===== src/rtl/vscale_pkg.sv =====
// vscale_pkg: constants shared across the vscale front end.
//   XLEN_DEFAULT  default address / instruction width
//   RV_NOP        canonical RISC-V no-op (addi x0, x0, 0)
package vscale_pkg;

    localparam int          XLEN_DEFAULT = 32;
    localparam logic [31:0] RV_NOP       = 32'h0000_0013;

endpackage


===== src/rtl/vscale_sync_fifo.sv =====
// vscale_sync_fifo: synchronous FIFO with flush; head is read combinationally.
//   hclk, reset        clock, asynchronous active-high reset
//   push, push_data    write an entry (caller guarantees space)
//   pop, pop_data      remove the head; pop_data is the current head
//   flush              discard all entries; wins over same-cycle push/pop
//   full, empty, count occupancy status
module vscale_sync_fifo #(
    parameter int WIDTH = 64,
    parameter int DEPTH = 4
) (
    input  logic                   hclk,
    input  logic                   reset,
    input  logic                   push,
    input  logic [WIDTH-1:0]       push_data,
    input  logic                   pop,
    output logic [WIDTH-1:0]       pop_data,
    input  logic                   flush,
    output logic                   full,
    output logic                   empty,
    output logic [$clog2(DEPTH):0] count
);

    localparam int AW = $clog2(DEPTH);

    typedef logic [AW-1:0] ptr_t;
    typedef logic [AW:0]   cnt_t;

    localparam cnt_t DEPTH_C = cnt_t'(DEPTH);

    logic [WIDTH-1:0] mem [DEPTH];
    ptr_t             wr_ptr;
    ptr_t             rd_ptr;

    // NOTE: sequential state uses non-blocking assignments so every register
    // samples pre-edge values regardless of statement order.
    always_ff @(posedge hclk or posedge reset) begin
        if (reset) begin
            wr_ptr <= '0;
            rd_ptr <= '0;
            count  <= '0;
        end else if (flush) begin
            wr_ptr <= '0;
            rd_ptr <= '0;
            count  <= '0;
        end else begin
            // DEPTH is a power of two, so pointer overflow is the modulo wrap.
            if (push) wr_ptr <= wr_ptr + ptr_t'(1);
            if (pop)  rd_ptr <= rd_ptr + ptr_t'(1);
            count <= count + cnt_t'(push) - cnt_t'(pop);
        end
    end

    // NOTE: the storage array has no reset; entries are only observable
    // through count/empty, which are reset, so clearing it buys nothing.
    always_ff @(posedge hclk) begin
        if (push) mem[wr_ptr] <= push_data;
    end

    assign pop_data = mem[rd_ptr];
    assign full     = (count == DEPTH_C);
    assign empty    = (count == '0);

endmodule


===== src/rtl/vscale_fetch_queue.sv =====
// vscale_fetch_queue: instruction fetch unit with a credit-controlled queue.
//   hclk, reset                    clock, asynchronous active-high reset
//   redirect_valid, redirect_pc    flush the queue and restart fetch
//   imem_req/addr/gnt              request channel to instruction memory
//   imem_rvalid/rdata              in-order response channel
//   inst_valid/inst/inst_pc        queue head towards the decoder
//   inst_ready                     decoder accepts the head
module vscale_fetch_queue
    import vscale_pkg::*;
#(
    parameter int              XLEN     = XLEN_DEFAULT,
    parameter int              DEPTH    = 4,
    parameter logic [XLEN-1:0] RESET_PC = '0
) (
    input  logic            hclk,
    input  logic            reset,
    input  logic            redirect_valid,
    input  logic [XLEN-1:0] redirect_pc,
    output logic            imem_req,
    output logic [XLEN-1:0] imem_addr,
    input  logic            imem_gnt,
    input  logic            imem_rvalid,
    input  logic [XLEN-1:0] imem_rdata,
    output logic            inst_valid,
    output logic [XLEN-1:0] inst,
    output logic [XLEN-1:0] inst_pc,
    input  logic            inst_ready
);

    localparam int CW = $clog2(DEPTH) + 1;

    typedef logic [CW-1:0] ctr_t;
    typedef logic [CW:0]   credit_t;

    typedef struct packed {
        logic [XLEN-1:0] pc;
        logic [XLEN-1:0] word;
    } entry_t;

    localparam credit_t DEPTH_C = credit_t'(DEPTH);

    logic [XLEN-1:0] fetch_pc;
    logic [XLEN-1:0] resp_pc;
    logic [XLEN-1:0] restart_pc;
    ctr_t            inflight;
    ctr_t            inflight_next;
    ctr_t            discard;
    ctr_t            fifo_count;
    credit_t         credit_used;
    logic            fire;
    logic            push;
    logic            pop;
    logic            fifo_full;
    logic            fifo_empty;
    entry_t          head;

    assign restart_pc = redirect_pc & ~XLEN'(3);

    // Every granted request owns a queue slot until it is popped or dropped,
    // so the queue can never be asked to hold more than DEPTH entries.
    assign credit_used = {1'b0, fifo_count} + {1'b0, inflight};
    assign imem_req    = !reset && !redirect_valid && (credit_used < DEPTH_C);
    assign imem_addr   = fetch_pc;

    assign fire          = imem_req && imem_gnt;
    assign push          = imem_rvalid && (discard == '0);
    assign pop           = inst_valid && inst_ready;
    assign inflight_next = inflight + ctr_t'(fire) - ctr_t'(imem_rvalid);

    always_ff @(posedge hclk or posedge reset) begin
        if (reset) begin
            fetch_pc <= RESET_PC;
            resp_pc  <= RESET_PC;
            inflight <= '0;
            discard  <= '0;
        end else begin
            inflight <= inflight_next;
            if (redirect_valid) begin
                // Everything still outstanding after this cycle belongs to the
                // old stream; a same-cycle response is already in inflight_next.
                fetch_pc <= restart_pc;
                resp_pc  <= restart_pc;
                discard  <= inflight_next;
            end else begin
                if (fire) fetch_pc <= fetch_pc + XLEN'(4);
                if (push) resp_pc <= resp_pc + XLEN'(4);
                else if (imem_rvalid) discard <= discard - ctr_t'(1);
            end
        end
    end

    vscale_sync_fifo #(
        .WIDTH ($bits(entry_t)),
        .DEPTH (DEPTH)
    ) u_fifo (
        .hclk      (hclk),
        .reset     (reset),
        .push      (push),
        .push_data ({resp_pc, imem_rdata}),
        .pop       (pop),
        .pop_data  (head),
        .flush     (redirect_valid),
        .full      (fifo_full),
        .empty     (fifo_empty),
        .count     (fifo_count)
    );

    assign inst_valid = !fifo_empty;
    assign inst_pc    = head.pc;
    assign inst       = inst_valid ? head.word : XLEN'(RV_NOP);

    a_no_push_when_full: assert property (
        @(posedge hclk) disable iff (reset) push |-> !fifo_full);
    a_discard_bounded: assert property (
        @(posedge hclk) disable iff (reset) discard <= inflight);
    a_rvalid_expected: assert property (
        @(posedge hclk) disable iff (reset) imem_rvalid |-> (inflight != '0));

endmodule


===== config.mk =====
export PLATFORM = sky130hd
export DESIGN_NAME = vscale_fetch_queue
export DESIGN_NICKNAME = d
export VERILOG_FILES = /design/src/rtl/vscale_pkg.sv /design/src/rtl/vscale_sync_fifo.sv /design/src/rtl/vscale_fetch_queue.sv
export SDC_FILE = /design/constraint.sdc
export NUM_CORES = 1
export LEC_CHECK = 0
export BUFFER_PORTS_ARGS = -buffer_cell sky130_fd_sc_hd__buf_2
export CORE_MARGIN = 10
export CORE_UTILIZATION = 45
export CTS_CLUSTER_DIAMETER = 120
export CTS_CLUSTER_SIZE = 8
export DETAILED_ROUTE_END_ITERATION = 8
export PLACE_DENSITY = 0.67
export SLEW_MARGIN = 20
export SYNTH_ARGS = -nofsm -noshare
export SYNTH_HDL_FRONTEND = slang
export SYNTH_HIERARCHICAL = 1
export SYNTH_SLANG_ARGS = --single-unit

===== constraint.sdc =====
create_clock -name hclk -period 3.45 [get_ports hclk]
set_input_delay 0.1725 -clock hclk [delete_from_list [all_inputs] [get_ports hclk]]
set_output_delay 0.1725 -clock hclk [all_outputs]
set_load 0.05 [all_outputs]

## Word-level counts from Yosys, hierarchy flattened

Memory sizes are Yosys's and may differ from the RTL's.
Cells that the tools add are included.
Widths: inputs -> output; s select.

- Bits in registers: 77
- Memory bits (writable): 256
- Input bits: 70
- Memories: 1

- Add/subtract/negate cells: 10
- Magnitude comparators: 1
- Eq/ne operators: 1
- Multiplexer cells: 15
- Reduce and logical (&&, ||, !) cells: 15

Memory list:

| memory | words | width | read ports | clocked after memory_dff | write ports | line | source |
|---|---|---|---|---|---|---|---|
| u_fifo.mem | 4 | 64 | 1 | 0 | 1 | vscale_sync_fifo.sv:30 | `logic [WIDTH-1:0] mem [DEPTH];` |

Operator list:

| kind | count |
|---|---|
| $mux 32 | 5 |
| $add 32x3->32 const B | 2 |
| $mux 3 | 4 |
| $mux 2 | 4 |
| $reduce_bool 2->1 | 4 |
| $add 3x1->3 | 2 |
| $logic_not 3->1 | 2 |
| $sub 3x1->3 | 2 |
| $logic_and 1x1->1 | 5 |
| $add 2x1->2 const B | 2 |
| $add 3x3->4 | 1 |
| $lt 4x3->1 const B | 1 |
| $logic_not 1->1 | 3 |
| $sub 3x1->3 const B | 1 |
| $mux 1 | 2 |
| $ne 2x2->1 const B | 1 |
| $reduce_and 2->1 | 1 |

## Logic depth before layout (Yosys ltp)

Gate-level depths: netlist of the first run.

- Depth after elaboration: 7
- Depth in mapped cells: 15
- Gate-level depth less buffers: 13

## By module

Netlist of the first run, hierarchy kept.

Modules (own cells, without submodules):

| module | times used | cells an instance | area an instance (um^2) | sequential area each (um^2) |
|---|---|---|---|---|
| vscale_sync_fifo | 1 | 374 | 9698.1 | 7862.5 |
| vscale_fetch_queue | 1 | 454 | 4071.4 | 1651.6 |

## Worst setup path before layout of the first run

Ideal clock, no wire load.

- Path type: register -> register
- Start: reg discard[0]
- End: mem u_fifo.mem[3][0], enable pin
- Data arrival time: 2.605 ns
- Data required time: 3.021 ns
- Path slack: 0.417 ns
- Cell stages (with the launch flop): 6
- Path buffers: 0
- Path through: dfrtp_1 > inv_1 > ha_1 > nand3b_2 > inv_1 > and2_1

- Word-level cells in the longest chain between the ends: 4

RTL lines:

| element | line | source |
|---|---|---|
| from (decl) | vscale_fetch_queue.sv:47 | `ctr_t discard;` |
| from (signal assigned) | vscale_fetch_queue.sv:83 | `discard <= inflight_next;` |
| from (signal assigned) | vscale_fetch_queue.sv:87 | `else if (imem_rvalid) discard <= discard - ctr_t'(1);` |
| $logic_not 3->1 | vscale_fetch_queue.sv:66 | `assign push = imem_rvalid && (discard == '0);` |
| $logic_and 1x1->1 | vscale_fetch_queue.sv:66 |  |
| named net push | vscale_fetch_queue.sv:51 | `logic push;` |
| $mux 1 | vscale_sync_fifo.sv:56 | `if (push) mem[wr_ptr] <= push_data;` |
| $mux 1 (not written as such) | vscale_sync_fifo.sv:56 |  |
| to (decl) | vscale_sync_fifo.sv:30 |  |

The timed path passes the listed nets, and every way through them passes these cells.

## Worst setup path after layout of the first run

- Start: reg u_fifo.count[2]
- End: reg discard[2]

- Word-level cells in the longest chain between the ends: 7

RTL lines:

| element | line | source |
|---|---|---|
| from (decl) | vscale_sync_fifo.sv:20 | `output logic [$clog2(DEPTH):0] count` |
| from (signal assigned) | vscale_sync_fifo.sv:49 | `count <= count + cnt_t'(push) - cnt_t'(pop);` |
| $add 3x3->4 | vscale_fetch_queue.sv:61 | `assign credit_used = {1'b0, fifo_count} + {1'b0, inflight};` |
| $lt 4x3->1 | vscale_fetch_queue.sv:62 | `assign imem_req = !reset && !redirect_valid && (credit_used < DEPTH_C);` |
| $logic_and 1x1->1 | vscale_fetch_queue.sv:62 |  |
| $logic_and 1x1->1 | vscale_fetch_queue.sv:65 | `assign fire = imem_req && imem_gnt;` |
| $add 3x1->3 | vscale_fetch_queue.sv:68 | `assign inflight_next = inflight + ctr_t'(fire) - ctr_t'(imem_rvalid);` |
| $sub 3x1->3 | vscale_fetch_queue.sv:68 |  |
| named net inflight_next[2] | vscale_fetch_queue.sv:46 | `ctr_t inflight_next;` |
| $mux 3 | vscale_fetch_queue.sv:78 | `if (redirect_valid) begin` |

The timed path passes the listed nets, and every way through them passes these cells.
A chain may end at the register's enable or synchronous reset.

==> results.json, run 1 <==
{
  "io_pins": 168,
  "finalSetupTns_ns": 0,
  "r2r_end": "discard[2]",
  "final_cell_count_no_fill": 1512,
  "clkTransAtPathRegs_ns": 0.05,
  "place.gp.congestion": 0.8714,
  "port_buffers": 163,
  "grt_max_degree": 71,
  "tightest_slew_ns": 0.8843,
  "yosysWarnings": 6,
  "leakage_nw": 6.137,
  "area_growth_pct": 23.60,
  "min_from": "redirect_pc[7]",
  "crit_required_ns": 3.88,
  "row_count": 63,
  "routed_wirelength_mm": 30.54,
  "drc": 0,
  "dp_cells": 1373,
  "cts_num_sinks": 329,
  "fin_util_pct": 56.94,
  "antenna_found_initial": 2,
  "synth_area_um2": 13760,
  "holdPathEnd": "resp_pc[7]",
  "cts_buffer_depth": 3,
  "grt.total_usage_pct": 15.87,
  "skew_ns": 0.02077,
  "holdCritPathClass": "input pin to flop",
  "final_nets": 1180,
  "core_area_um2": 29870,
  "post_cts_buffers": 0,
  "fp.dieArea_um2": 37980,
  "initial_utilization_pct": 46.07,
  "rsz0062_at_grt": "no",
  "h-tree-depth": 2,
  "power_mw": 12.80,
  "r2r_start": "u_fifo/count[2]",
  "cts_resized": 0,
  "synth.avg_cell_area_um2": 16.64,
  "clk_latency_ns": 0.53,
  "cts_root_buffer": "clkbuf_16",
  "grt_pass1_vias": 8658,
  "slew_viol_final": 0,
  "maxSlewHeadroom_pct": 41.05,
  "drive_above_1_share_pct": 29.62,
  "status": "finished clean",
  "min_period_ns": 2.780,
  "holdBufCountCts": 62,
  "first_iter_violations": 441,
  "final.period_utilization_pct": 80.57,
  "fillers": 2296,
  "hold_viol_final": 0,
  "viasPerCell": 5.349,
  "firstDrtPassIters": 5,
  "wire_per_inst_um": 20.20,
  "hold_depth": 3,
  "via_count": 8088,
  "reg2regPathDepth": 13,
  "grt_pass1_wl_mm": 48.76,
  "gr-total-overflow": 0,
  "numCtsBuffers": 47,
  "end_kind": "flop",
  "max_freq_mhz": 359.8,
  "die_w_um": 194.9,
  "cts_tree": "done",
  "critPathKind": "flop to flop",
  "postRouteAntennaNets": 0,
  "r2r_slack_ns": 0.67,
  "synthCells": 827,
  "cp-start-kind": "flop",
  "ir_worst_vdd_mv": 0.4322,
  "cap_violations": 0,
  "chipHeight_um": 194.9,
  "finalInstanceArea_um2": 17010,
  "critPathMaxFanout": 3,
  "placed_area_um2": 15080,
  "power.density_nw_per_um2": 752.3,
  "setup-violations-final": 0,
  "worstPathArrival_ns": 3.21,
  "post-dp-hpwl_mm": 19.64
}
layout by cell type, fill, tap and decap left out, drive strengths merged, types with 4 or more instances in the layout:
cell         count
ha              14
o311ai           5
dfrtp           73
xnor2           23
or4              6
nor2b           32
and3             8
nand4           13
dlygate4sd3     62
nor3            17
conb            10
o211ai          11
or2              4
buf            184
edfxtp         256
nand3           32
nor4            10
o21ai           32
mux4            64
clkbuf          72
nor2            24
a21oi           14
inv             28
xor2            14
and4             5
and2             9
nand2           55
area by class of cell:
cell class	instances	area (um2)	area share, %
multi-input combinational	444	3941	23.17
antenna	1	2.502	0.01471
clock inverter	4	35.03	0.2060
timing repair buffer	246	1657	9.739
inverter	26	97.59	0.5737
clock buffer	72	1270	7.466
tap	390	488.0	2.869
sequential	329	9519	55.96
power breakdown:
group          switching, mW  internal (mW)
Combinational           2.53           1.26
Sequential             0.316           4.64
Clock                   1.55           2.50
worst max-delay path, cell delays in order (launching register included):
cell and delay (ns):
dfrtp_1 0.42, ha_1 0.29, nor3_1 0.24, and4_1 0.29, inv_2 0.05, ha_1 0.27, inv_1 0.06, ha_1 0.14
inv_1 0.05, fa_1 0.38, xnor2_1 0.18, xnor2_1 0.16, nand2_1 0.07, o21ai_0 0.10
how the worst max path moves through the flow:
stage | startpoint | end | slack, ns | depth (start not counted)
after floorplan | discard[0] | u_fifo/mem[3][0] | 0.42 | 5
after global placement | u_fifo/count[2] | discard[2] | 0.79 | 13
after detailed placement | u_fifo/count[2] | discard[2] | 0.72 | 13
after CTS | u_fifo/rd_ptr[0] | inst[29] | 0.64 | 4
after global routing | u_fifo/count[2] | discard[2] | 0.43 | 13
final | u_fifo/count[2] | discard[2] | 0.67 | 13
registers in the layout, indices dropped and copies added (netlist names):
register	flops
imem_addr	30
resp_pc	30
inflight	3
u_fifo/wr_ptr	2
u_fifo/count	3
discard	3
u_fifo/mem	256
u_fifo/rd_ptr	2
per-layer routing:
layer | global-route usage, % | part of all wire (%) | up-vias
met3 | 3.924 | 6.2 | 50
met2 | 25.94 | 49 | 273
met4 | 4.536 | 2.0 | 2
met1 | 20.63 | 43 | 4022
met5 | 0 | 0.059 | -
li1 | - | - | 3741
stage by stage:
| stage | hold WS, ns | setup slack (ns) |
|---|---|---|
| after floorplan | -0.02410 | 0.4166 |
| after global placement | 0.1599 | 0.7851 |
| after detailed placement | 0.1622 | 0.7181 |
| after CTS | 0.04714 | 0.6369 |
| after global routing | 0.07445 | 0.4280 |
| final | 0.05629 | 0.6704 |
No activity file was read; power rests on OpenSTA's default activity.
==> run 2, diff against run 1 <==
--- a/config.mk
+++ b/config.mk
@@ -5,13 +5,14 @@
 export SDC_FILE = /design/constraint.sdc
 export NUM_CORES = 1
 export LEC_CHECK = 0
+export ABC_AREA = 1
 export BUFFER_PORTS_ARGS = -buffer_cell sky130_fd_sc_hd__buf_2
 export CORE_MARGIN = 10
 export CORE_UTILIZATION = 45
 export CTS_CLUSTER_DIAMETER = 120
 export CTS_CLUSTER_SIZE = 8
 export DETAILED_ROUTE_END_ITERATION = 8
-export PLACE_DENSITY = 0.67
+export PLACE_DENSITY = 0.69
 export SLEW_MARGIN = 20
 export SYNTH_ARGS = -nofsm -noshare
 export SYNTH_HDL_FRONTEND = slang
==> constraint.sdc (replaced) <==
create_clock -name hclk -period 2.5 [get_ports hclk]
set_input_delay 0.125 -clock hclk [delete_from_list [all_inputs] [get_ports hclk]]
set_output_delay 0.125 -clock hclk [all_outputs]
set_load 0.05 [all_outputs]
==> run 2 against run 1 <==
Fmax increased by 15%. Synthesized area increased by 14%. Global-route usage increased by 1.3 points. Total power increased by 50%. Non-clock buffer count increased by 20. Via count increased by 46%. Sequential power increased by 43%. First-iteration DRC count increased by 72%. Combinational power increased by 74%.
==> results.json, run 2 <==
{
  "status": "finished clean",
  "chipHeight_um": 206.9,
  "yosysWarnings": 6,
  "synthCells": 1654,
  "setup-violations-final": 0,
  "end_kind": "flop",
  "first_iter_violations": 758,
  "dpl_worst_slack_ns": 0.07272,
  "postRouteAntennaNets": 0,
  "routed-wl-met3_mm": 2.923,
  "grt.total_usage_pct": 17.17,
  "p_sw_mw": 7.566,
  "highest_layer": "met4",
  "whs_ns": 0.08645,
  "wl_met2_mm": 17.22,
  "maxSlewHeadroom_pct": 66.18,
  "rsz0062_at_grt": "yes",
  "slew_viol_final": 0,
  "tightest_slew_ns": 0.5073,
  "final_nets": 2002,
  "max_freq_mhz": 413.1,
  "viasPerCell": 4.947,
  "die_w_um": 206.9,
  "fp.dieArea_um2": 42810,
  "largest-register": "u_fifo/mem",
  "clkTransAtPathRegs_ns": 0.05,
  "critPathMaxFanout": 2,
  "io_pins": 168,
  "swShare_pct": 39.45,
  "p_int_mw": 11.61,
  "grt_pass1_wl_mm": 58.97,
  "h-tree-depth": 2,
  "firstDrtPassIters": 5,
  "critical_path.slowest_cell": "fa_2",
  "ir_worst_vdd_mv": 0.9536,
  "grt_max_degree": 67,
  "finalSetupTns_ns": 0,
  "finalInstanceArea_um2": 19100,
  "drive_above_1_share_pct": 16.02,
  "critPathKind": "flop to flop",
  "crit_required_ns": 2.92,
  "port_buffers": 163,
  "cp-start-kind": "flop",
  "final_cell_mix": "nand2_1, inv_1, edfxtp_1",
  "clk_latency_ns": 0.54,
  "gr-total-overflow": 0,
  "reg2regPathDepth": 13,
  "routed_wirelength_mm": 37.46,
  "cpPeakStageDelay_ns": 0.52,
  "p_clk_share_pct": 28.8,
  "final.period_utilization_pct": 96.83,
  "core_area_um2": 34540,
  "wl_met1_mm": 16.44,
  "p_seq_share_pct": 36.9,
  "cts_root_buffer": "clkbuf_16",
  "drc": 0,
  "placed_area_um2": 17110,
  "crit_chain": "ha_1 -> nor2_2 -> nand2_2 -> nor2_4 -> nand2_4 -> ha_4 -> inv_2 -> ha_4 -> inv_2 -> fa_2 -> inv_2 -> o211ai_1 -> o21ai_1",
  "r2r_slack_ns": 0.08,
  "fin_ws_ns": 0.07933,
  "cts_num_sinks": 329,
  "final_common_cell": "nand2_1",
  "place.gp.congestion": 0.8928,
  "holdCritPathClass": "input pin to async pin",
  "cts_buffer_depth": 3,
  "synth.avg_cell_area_um2": 9.504,
  "synth_area_um2": 15720,
  "wire_per_inst_um": 15.71,
  "cts_tree": "done",
  "leakage_nw": 8.270,
  "diodes": 0,
  "hold_viol_final": 0,
  "area_growth_pct": 21.53,
  "antenna_found_initial": 0,
  "largest_register_ffs": 256,
  "worstPathArrival_ns": 2.84,
  "cp_top_family": "adder cells",
  "numCtsBuffers": 47,
  "p_comb_share_pct": 34.4,
  "initial_utilization_pct": 45.51,
  "row_count": 68,
  "post-dp-hpwl_mm": 24.31,
  "r2r_end": "discard[1]",
  "cap_violations": 0,
  "min_period_ns": 2.421,
  "via_count": 11790,
  "power.density_nw_per_um2": 1004,
  "path_buf_inv": 3,
  "grt_pass1_vias": 11400,
  "skew_ns": 0.01534,
  "r2r_start": "u_fifo/count[2]",
  "path_common_cell": "inv_2"
}
==> run 2: power by group through the flow <==
stage          Combinational, mW  Sequential, mW  Clock (mW)
3_5_place_dp                6.39            7.20           0
2_1_floorplan               4.75            7.26           0
5_1_grt                     7.21            7.12        5.89
3_3_place_gp                6.30            7.18           0
6_report                    6.59            7.07        5.52
4_1_cts                     6.56            7.09        5.65
==> run 2: worst max path at each step <==
stage	slack, ns	to	from	depth (start not counted)
floorplan	-0.28	discard[1]	u_fifo/count[1]	14
global placement	0.11	discard[1]	inflight[2]	13
detailed placement	0.07	discard[1]	inflight[2]	13
CTS	0.02	inst[4]	u_fifo/rd_ptr[1]	6
global route	-0.06	discard[1]	u_fifo/count[2]	13
finish	0.08	discard[1]	u_fifo/count[2]	13
==> run 2: repair_timing <==
item | in CTS | in global routing
gates resized for setup | 0 | 1
setup endpoints to repair | 3 | 6
hold buffers | 65 | 0
hold endpoints to repair | 258 | 0
buffers inserted | 1 | 4
pin swaps | 0 | 8
==> run 2: metal layers <==
| metal | up-vias | global-route usage [%] |
|---|---|---|
| met5 | - | 0 |
| met1 | 5486 | 22.69 |
| met2 | 400 | 27.92 |
| met3 | 64 | 3.714 |
| li1 | 5843 | - |
| met4 | 0 | 5.097 |
==> run 2: layout make-up <==
cell class	count	area, um2
fillers	2976	15440
multi-input cells	990	4775
clock inverters	3	37.54
repair buffers	266	1904
inverters	282	1076
well taps	455	569.3
flip-flops and latches	329	9522
clock buffers	59	1221
==> run 2: metrics by stage <==
stage	cells	power (mW)	util, %
floorplan	1663	12.01	-
global placement	2252	13.48	49.53
detailed placement	2252	13.59	49.53
CTS	2380	19.30	55.14
global route	2384	20.22	55.31
finish	2384	19.18	55.31
==> run 2: tightest hold or removal path, cell delays in order <==
cell	delay [ns]
dlygate4sd3_1	0.53
buf_2	0.14
inv_1	0.21
==> run 3, diff against run 2 <==
--- a/config.mk
+++ b/config.mk
@@ -13,6 +13,7 @@
 export CTS_CLUSTER_SIZE = 8
 export DETAILED_ROUTE_END_ITERATION = 8
 export PLACE_DENSITY = 0.69
+export REMOVE_ABC_BUFFERS = 1
 export SLEW_MARGIN = 20
 export SYNTH_ARGS = -nofsm -noshare
 export SYNTH_HDL_FRONTEND = slang
==> constraint.sdc (replaced) <==
create_clock -name hclk -period 2.5 [get_ports hclk]
set_input_delay 0.75 -clock hclk [delete_from_list [all_inputs] [get_ports hclk]]
set_output_delay 0.75 -clock hclk [all_outputs]
set_load 0.05 [all_outputs]
==> run 3 against run 2 <==
The flow now finishes with violations (negative setup slack). Worst setup slack worse by 0.37 ns. Critical path depth is 7 lower. Cell count is 1.5% lower. Largest cell class unchanged. Critical path type is now flop to primary output.
==> results.json, run 3 (same netlist as run 2, synthesis figures left out) <==
{
  "status": "finished, violations left",
  "violations": "negative setup slack",
  "cp-start-kind": "flop",
  "io_pins": 168,
  "holdBufCountCts": 0,
  "leakage_nw": 8.360,
  "largest_register_ffs": 256,
  "routed_wirelength_mm": 37.57,
  "min_period_ns": 2.794,
  "power.density_nw_per_um2": 1070,
  "post-dp-hpwl_mm": 24.51,
  "cts_tree": "done",
  "antenna_found_initial": 0,
  "chipHeight_um": 206.9,
  "critPathKind": "flop to primary output",
  "setup-violations-final": 66,
  "routed-wl-met3_mm": 2.713,
  "highest_layer": "met4",
  "firstDrtPassIters": 5,
  "holdCritPathClass": "input pin to async pin",
  "viasPerCell": 4.980,
  "via_count": 11690,
  "place.gp.congestion": 0.9148,
  "grt.total_usage_pct": 16.78,
  "h-tree-depth": 2,
  "wire_per_inst_um": 16.00,
  "final_common_cell": "nand2_1",
  "row_count": 68,
  "fin_util_pct": 56.43,
  "cts_buffer_depth": 3,
  "rsz0062_at_grt": "yes",
  "final_cell_mix": "nand2_1, inv_1, edfxtp_1",
  "fp.dieArea_um2": 42810,
  "multi_input_area_um2": 4990,
  "port_buffers": 163,
  "skew_ns": 0.02067,
  "cpPeakStageDelay_ns": 0.48,
  "wl_met1_mm": 16.78,
  "dp_cells": 2261,
  "power_mw": 20.86,
  "r2r_start": "u_fifo/count[2]",
  "final.period_utilization_pct": 111.8,
  "wl_met2_mm": 17.36,
  "critPathMaxFanout": 30,
  "diodes": 0,
  "crit_chain": "buf_12 -> buf_4 -> clkbuf_16 -> o211ai_1 -> nand2_1 -> buf_6",
  "r2r_end": "discard[2]",
  "numCtsBuffers": 47,
  "largest-register": "u_fifo/mem",
  "grt_max_degree": 67,
  "critical_path.slowest_cell": "dfrtp_4",
  "area_growth_pct": 24.00,
  "r2r_slack_ns": 0.08,
  "initial_utilization_pct": 45.51,
  "end_kind": "primary output",
  "clk_latency_ns": 0.54,
  "cap_violations": 0,
  "postRouteAntennaNets": 0,
  "ir_worst_vdd_mv": 0.8592,
  "finalSetupTns_ns": -11.85,
  "gr-total-overflow": 0,
  "max_freq_mhz": 357.9,
  "seqCellArea_um2": 9522,
  "core_area_um2": 34540,
  "cts_root_buffer": "clkbuf_16",
  "final_nets": 1954,
  "hold_viol_final": 0,
  "first_iter_violations": 812,
  "final_cell_count_no_fill": 2348,
  "drive_above_1_share_pct": 20.50,
  "cts_num_sinks": 329,
  "slew_viol_final": 0,
  "fin_ws_ns": -0.2940,
  "grt_pass1_vias": 10980,
  "drc": 0,
  "fillers": 2950,
  "reg2regPathDepth": 15,
  "dpl_worst_slack_ns": -0.2575,
  "worstPathArrival_ns": 2.04,
  "crit_required_ns": 1.75,
  "die_w_um": 206.9,
  "grt_pass1_wl_mm": 57.30,
  "clkTransAtPathRegs_ns": 0.05
}
[run 3: changes by cell type in the layout (fill, tap and decap cells not counted), sizes merged]
cell / previous run / this run
dlygate4sd3: 65 / 0
clkbuf: 59 / 77
buf: 201 / 214
clkinvlp: 4 / 0
inv: 278 / 280
[run 3: through the flow]
stage	area, um2	hold slack, ns
2_1_floorplan	15300	0.4718
3_3_place_gp	17250	0.5139
3_5_place_dp	17250	0.5209
4_1_cts	19130	0.2810
5_1_grt	19490	0.3138
6_report	19490	0.2906
[run 3: worst max path at each step]
stage / from / end / slack [ns] / cells after the start
final: u_fifo/rd_ptr[0] / inst_pc[24] / -0.29 / 6
after global routing: u_fifo/rd_ptr[0] / inst[0] / -0.36 / 7
after CTS: u_fifo/rd_ptr[0] / inst[5] / -0.31 / 8
after detailed placement: reset / discard[2] / -0.26 / 14
after global placement: reset / discard[2] / -0.19 / 14
after floorplan: u_fifo/rd_ptr[0] / inst[10] / -3.49 / 4
[run 3: layout make-up]
cell class	count	area share [%]
Multi-Input combinational cell	990	25.60
Tap cell	455	2.921
Clock buffer	73	6.753
Clock inverter	1	0.04493
Sequential cell	329	48.85
Inverter	282	5.443
Timing Repair Buffer	218	10.39
[run 3: critical path: cells and delay by family (launching register included)]
kind | cells | cell delay, ns
compound gates | 1 | 0.19
simple gates | 1 | 0.13
flops | 1 | 0.48
buf+inv | 4 | 0.69
[run 3: power breakdown]
group	internal [mW]	switching [mW]
clock	3.55	2.15
sequential	6.52	0.484
combinational	2.83	5.33
[run 3: per-layer routing]
layer / track usage, % / vias to the layer above
met5: 0 / -
met4: 4.450 / 0
met3: 3.386 / 57
met2: 26.92 / 342
met1: 22.82 / 5521
li1: - / 5774
[run 3: what timing repair did]
action                                 in CTS  in global routing
setup buffers                               6                  3
gates cloned                                1                  4
endpoints found under the hold margin       0                  0
setup endpoints to repair                  68                 69
pin swaps                                  10                 10
resized for setup                         153                 85
